$ cat config.mk
export PLATFORM = sky130hd
export DESIGN_NAME = neuromorphic_x1_wb_bank_ctrl
export DESIGN_NICKNAME = d
export VERILOG_FILES = /design/src/rtl/neuromorphic_x1_wb_bank_ctrl.sv
export SDC_FILE = /design/constraint.sdc
export NUM_CORES = 1
export LEC_CHECK = 0
export CAP_MARGIN = 5
export CORE_MARGIN = 2
export CORE_UTILIZATION = 25
export DETAILED_ROUTE_END_ITERATION = 12
export PLACE_DENSITY_LB_ADDON = 0.12
export SYNTH_ARGS = -nofsm -noshare
export SYNTH_HDL_FRONTEND = slang
export SYNTH_SLANG_ARGS = --single-unit
$ cat constraint.sdc
create_clock -name wb_clk_i -period 4.7 [get_ports wb_clk_i]
set_clock_uncertainty 0.1 [all_clocks]
set_input_delay 0.47 -clock wb_clk_i [delete_from_list [all_inputs] [get_ports wb_clk_i]]
set_output_delay 0.47 -clock wb_clk_i [all_outputs]
set_load 0.1 [all_outputs]
$ cat src/rtl/neuromorphic_x1_wb_bank_ctrl.sv
// neuromorphic_x1_wb_bank_ctrl
// Wishbone slave front-end fanning one Wishbone port out to N_BANKS
// Neuromorphic_X1 cores, each behind a req/ack port.
//
// Optional feature macro: NEUROMORPHIC_X1_BANK_TIMEOUT_EN
//   defined   -> request watchdog (16-bit counter, timeout_o pulse)
//   undefined -> no watchdog, timeout_o tied low, REQ/DRAIN wait forever
//
// Ports:
//   wb_clk_i, wb_rst_n_i        clock, async active-low reset
//   wbs_cyc_i/stb_i/we_i/sel_i  Wishbone control
//   wbs_adr_i, wbs_dat_i        Wishbone address / write data
//   wbs_dat_o, wbs_ack_o        Wishbone read data / acknowledge
//   bank_req_o                  one-hot bank request
//   bank_we_o/adr_o/dat_o       registered command to the selected bank
//   bank_dat_i, bank_ack_i      per-bank read data (32b slices) / completion
//   timeout_o                   one-cycle watchdog pulse
module neuromorphic_x1_wb_bank_ctrl #(
  parameter int          N_BANKS        = 4,
  parameter int          BANK_SHIFT     = 16,
  parameter int          BW             = (N_BANKS > 1) ? $clog2(N_BANKS) : 1,
  parameter logic [31:0] ADDR_BASE      = 32'h3000_0000,
  parameter int          TIMEOUT_CYCLES = 255
) (
  input  logic                    wb_clk_i,
  input  logic                    wb_rst_n_i,
  input  logic                    wbs_cyc_i,
  input  logic                    wbs_stb_i,
  input  logic                    wbs_we_i,
  input  logic [3:0]              wbs_sel_i,
  input  logic [31:0]             wbs_adr_i,
  input  logic [31:0]             wbs_dat_i,
  output logic [31:0]             wbs_dat_o,
  output logic                    wbs_ack_o,
  output logic [N_BANKS-1:0]      bank_req_o,
  output logic                    bank_we_o,
  output logic [BANK_SHIFT-1:0]   bank_adr_o,
  output logic [31:0]             bank_dat_o,
  input  logic [N_BANKS*32-1:0]   bank_dat_i,
  input  logic [N_BANKS-1:0]      bank_ack_i,
  output logic                    timeout_o
);

  localparam int TOP_LSB = BANK_SHIFT + BW;

  if (N_BANKS < 1 || N_BANKS > 16 || TIMEOUT_CYCLES < 1 || TIMEOUT_CYCLES > 65535)
  begin : g_bad_param
    $error("neuromorphic_x1_wb_bank_ctrl: N_BANKS or TIMEOUT_CYCLES out of range");
  end

  typedef enum logic [1:0] {IDLE, REQ, RESP, DRAIN} state_t;

  state_t          state, state_nxt;
  logic [BW-1:0]   idx_q;
  logic [BW-1:0]   adr_idx;
  logic            access, region_hit, bad_bank, part_wr, accept;
  logic            in_req, sel_ack, wd_fire;
  logic [N_BANKS-1:0] sel_mask;
  logic [31:0]     sel_rdata;

  // ---- decode ----
  assign adr_idx    = wbs_adr_i[TOP_LSB-1:BANK_SHIFT];
  assign access     = wbs_cyc_i & wbs_stb_i & ~wbs_ack_o;
  assign region_hit = (wbs_adr_i[31:TOP_LSB] == ADDR_BASE[31:TOP_LSB]);
  assign bad_bank   = (32'(adr_idx) >= 32'(N_BANKS));
  assign part_wr    = wbs_we_i & (wbs_sel_i != 4'hF);
  assign accept     = (state == IDLE) & access & region_hit;

  // One-hot of the latched index; acks/data from other banks are masked off.
  always_comb begin
    sel_mask  = '0;
    sel_rdata = '0;
    for (int k = 0; k < N_BANKS; k++) begin
      sel_mask[k] = (32'(idx_q) == 32'(k));
      if (sel_mask[k]) sel_rdata = bank_dat_i[32*k +: 32];
    end
  end

  assign in_req     = (state == REQ) | (state == DRAIN);
  assign sel_ack    = |(bank_ack_i & sel_mask);
  assign bank_req_o = in_req ? sel_mask : '0;
  assign wbs_ack_o  = (state == RESP);

  // ---- watchdog ----
`ifdef NEUROMORPHIC_X1_BANK_TIMEOUT_EN
  logic [15:0] wd_cnt;
  logic        timeout_q;

  // Fires at the end of the TIMEOUT_CYCLES-th cycle spent waiting; a
  // bank ack in that same cycle takes priority.
  assign wd_fire   = in_req & ~sel_ack & (wd_cnt == 16'(TIMEOUT_CYCLES - 1));
  assign timeout_o = timeout_q;

  always_ff @(posedge wb_clk_i or negedge wb_rst_n_i) begin
    if (!wb_rst_n_i) begin
      wd_cnt    <= '0;
      timeout_q <= 1'b0;
    end else begin
      timeout_q <= wd_fire;
      if ((state_nxt != state) && ((state_nxt == REQ) || (state_nxt == DRAIN)))
        wd_cnt <= '0;
      else if (in_req)
        wd_cnt <= wd_cnt + 16'd1;
    end
  end
`else
  assign wd_fire   = 1'b0;
  assign timeout_o = 1'b0;
`endif

  // ---- FSM ----
  always_ff @(posedge wb_clk_i or negedge wb_rst_n_i) begin
    if (!wb_rst_n_i) state <= IDLE;
    else             state <= state_nxt;
  end

  always_comb begin
    state_nxt = state;
    case (state)
      IDLE:  if (accept) state_nxt = (part_wr | bad_bank) ? RESP : REQ;
      // Bank ack beats a simultaneous cyc drop; a dropped cycle gets no ack.
      REQ:   if (sel_ack)         state_nxt = wbs_cyc_i ? RESP : IDLE;
             else if (wd_fire)    state_nxt = RESP;
             else if (!wbs_cyc_i) state_nxt = DRAIN;
      // Core ops cannot be aborted: keep requesting until the bank finishes.
      DRAIN: if (sel_ack | wd_fire) state_nxt = IDLE;
      RESP:  state_nxt = IDLE;
      default: state_nxt = IDLE;
    endcase
  end

  // ---- datapath ----
  always_ff @(posedge wb_clk_i or negedge wb_rst_n_i) begin
    if (!wb_rst_n_i) begin
      idx_q      <= '0;
      bank_we_o  <= 1'b0;
      bank_adr_o <= '0;
      bank_dat_o <= '0;
      wbs_dat_o  <= '0;
    end else begin
      if (accept) begin
        idx_q      <= adr_idx;
        bank_we_o  <= wbs_we_i;
        bank_adr_o <= wbs_adr_i[BANK_SHIFT-1:0];
        bank_dat_o <= wbs_dat_i;
        // Locally answered accesses: invalid-bank reads return a tagged
        // error word, dropped writes return 0.
        if (part_wr | bad_bank)
          wbs_dat_o <= (bad_bank & ~wbs_we_i) ? (32'hBAD0_0000 | 32'(adr_idx)) : 32'h0;
      end
      if (state == REQ) begin
        if (sel_ack & wbs_cyc_i) wbs_dat_o <= bank_we_o ? 32'h0 : sel_rdata;
        else if (!sel_ack & wd_fire) wbs_dat_o <= 32'hFFFF_FFFF;
      end
    end
  end

endmodule
==> flow_summary.toml <==
[yosys]
yosysUniqueCellTypes = 25
ys_ff_latch = 85
synth_seq_area_share = 0.507
syn_nets = 525
yosys_warnings = 0
synth_area_leaders = "dfrtp_1, mux4_2, mux2_2"
syn_avg_cell_area_um2 = 13.1
syn_area_um2 = 4190
yosysTopAreaCellShare = 0.507
yosysTopAreaCell = "dfrtp_1"
synthCells = 320

[sta]
finalMaxSlewViolations = 0
grt_setup_unrepaired = "false"
worstMarginPinSlew_ps = 1030
relSlewSlack = 0.308
finalSetupTns_ps = 0
fmax_mhz = 335
finalWorstPathRequiredPeriod_ps = 2990
setup_viol = 0
finalHoldViolCount = 0
period_share = 0.635

[placed_design]
io_buffers = 290
gp_congestion = 0.760
placed_cells = 809
dp_hpwl_um = 10900
postPlaceCellArea_um2 = 7290

[global_routing]
gr-max-usage-layer = "met2"
grt_usage = 0.155
grt.met3_usage = 0.0483
grt.met1_usage = 0.180
grt_max_degree = 50
grt_overflow = 0
grt_pass1_vias = 3995
use_met2 = 0.267
antenna_found_initial = 0
grt_pass1_wl_um = 21300

[power_and_ir_drop]
p_leak_uw = 0.00308
peakVddDrop_v = 0.000145
power.density_nw_per_um2 = 220

[worst_setup_path]
path_buf_inv = 2
critPathSlowestCell = "clkdlybuf4s50_1"
cpPeakStageDelay_ps = 1120
crit_family = "buffers and inverters"
path_cells = "buf_4 -> and3_1 -> clkdlybuf4s50_1"
critPathCaptureType = "primary output"
worstPathRequired_ps = 4130
critPathArrivalTime_ps = 2420
crit_path_start_kind = "flip-flop"
path_max_fanout = 38
worstSetupPathType = "reg2out"

[cells_and_area]
finalNetCount = 805
n_fill_cell = 1520
final_cells = 825
finalInstanceArea_um2 = 7600
diodes = 0
drive_gt1_frac = 0.183
post-route-util = 0.461
synthToLayoutAreaGrowth_pct = 81.1

[die]
rows = 47
ios = 292
die_x_um = 134
die_y_um = 134
die_area_um2 = 17800
fp.coreArea_um2 = 16500
initial_utilization = 0.255

[drt]
drc = 0
via_per_inst = 4.55
wl_per_cell_um = 16.9
drt-total-wl_um = 13900
drtIter0Drc = 145
drtAntennaViolNets = 0
vias = 3753
firstDrtPassIters = 4

[clocking]
ctsResizeCount = 0
clock_path_buffers = 2
cts_tree = "built"
root_buffer = "clkbuf_16"
clkLatencyLatePin_ps = 330
numClockSinks = 85
h-tree-depth = 3
clk_pin_slew_ps = 60
cts-buffers-inserted = 9
cts_hold_buf = 0
cts_setup_buffers = 0

[min_path]
min-delay-path-class = "in2async"

[job]
max_cap_viol_count = 0

[outcome]
status = "finished clean"
[cell type report]
type / count / area, µm² / area share
Tap cell: 220 / 275 / 0.0362
Clock buffer: 11 / 243 / 0.0320
Multi-Input combinational cell: 205 / 1930 / 0.254
Sequential cell: 85 / 2130 / 0.280
Inverter: 1 / 3.75 / 0.000494
Clock inverter: 5 / 60.1 / 0.00791
Timing Repair Buffer: 298 / 2960 / 0.390
[state kept, by name (all words and copies together) (netlist names)]
name        count
bank_adr_o     16
bank_dat_o     32
bank_we_o       1
idx_q           2
state           2
wbs_dat_o      32
[per-stage QoR]
stage	setup slack, ps	hold WS (ps)	power [µW]
2_1_floorplan	1140	74.4	778
3_3_place_gp	1670	389	967
3_5_place_dp	1640	395	968
4_1_cts	1650	65.1	1700
5_1_grt	1580	89.1	1740
6_report	1710	47.2	1670
[routing by layer]
metal / vias to the layer above / share of wire
li1: 1745 / -
met1: 1793 / 0.39
met2: 197 / 0.50
met3: 18 / 0.088
met4: 0 / 0.021
met5: - / 0
[worst paths after layout]
check / from / end / slack [ps] / depth (start not counted)
worst max-delay path: idx_q[1] / bank_req_o[3] / 1710 / 3
worst min-delay path: wb_rst_n_i / bank_dat_o[5] / 50 / 1
worst max register to register: idx_q[0] / wbs_dat_o[12] / 1820 / 6
worst min register to register: bank_adr_o[6] / bank_adr_o[6] / 400 / 1
max in group asynchronous: wb_rst_n_i / idx_q[0] / 3510 / 2
min in group wb_clk_i: bank_adr_o[6] / bank_adr_o[6] / 400 / 1
[synthesized netlist by cell type]
cell type / instances
dfrtp_1: 85
nand2_1: 67
mux2_2: 51
mux4_2: 33
o22ai_1: 32
buf_2: 11
clkbuf_1: 8
buf_4: 7
buf_1: 3
and3_1: 2
nand3_1: 2
nor2_1: 2
nor2b_1: 2
nor3b_1: 2
nor4_1: 2
nor4bb_1: 2
a21oi_1: 1
a22o_1: 1
and3b_1: 1
conb_1: 1
inv_1: 1
nand4_1: 1
nor2_2: 1
nor3_2: 1
or3_1: 1
[power breakdown]
group	internal (µW)	switching [µW]	leakage, µW
Sequential	732	0.176	0.00119
Combinational	168	51.9	0.00174
Clock	427	289	0.000146
[cell usage in the layout (no fill, tap or decap), types with 9 or more instances in the layout]
master	count
buf_4	9
clkbuf_16	9
clkdlybuf4s50_1	289
dfrtp_1	84
mux2_2	51
mux4_2	33
nand2_1	67
o22ai_1	32
[cells by family (layout without fill, tap and decap cells)]
family,Yosys count,count (layout),share of synthesized area
compound gates,34,34,0.0510
buf+inv,30,315,0.0364
flops,85,85,0.507
mux,84,84,0.314
other cells,1,1,0.000894
simple gates,86,86,0.0904
[worst register-to-register path, cell delays in order (launching register included)]
cell and delay (ps):
dfrtp_2 400, buf_4 520, mux4_2 650, nand3_1 550, buf_4 350, nand2_1 80, o22ai_1 150
No activity file was read; power rests on OpenSTA's default activity.
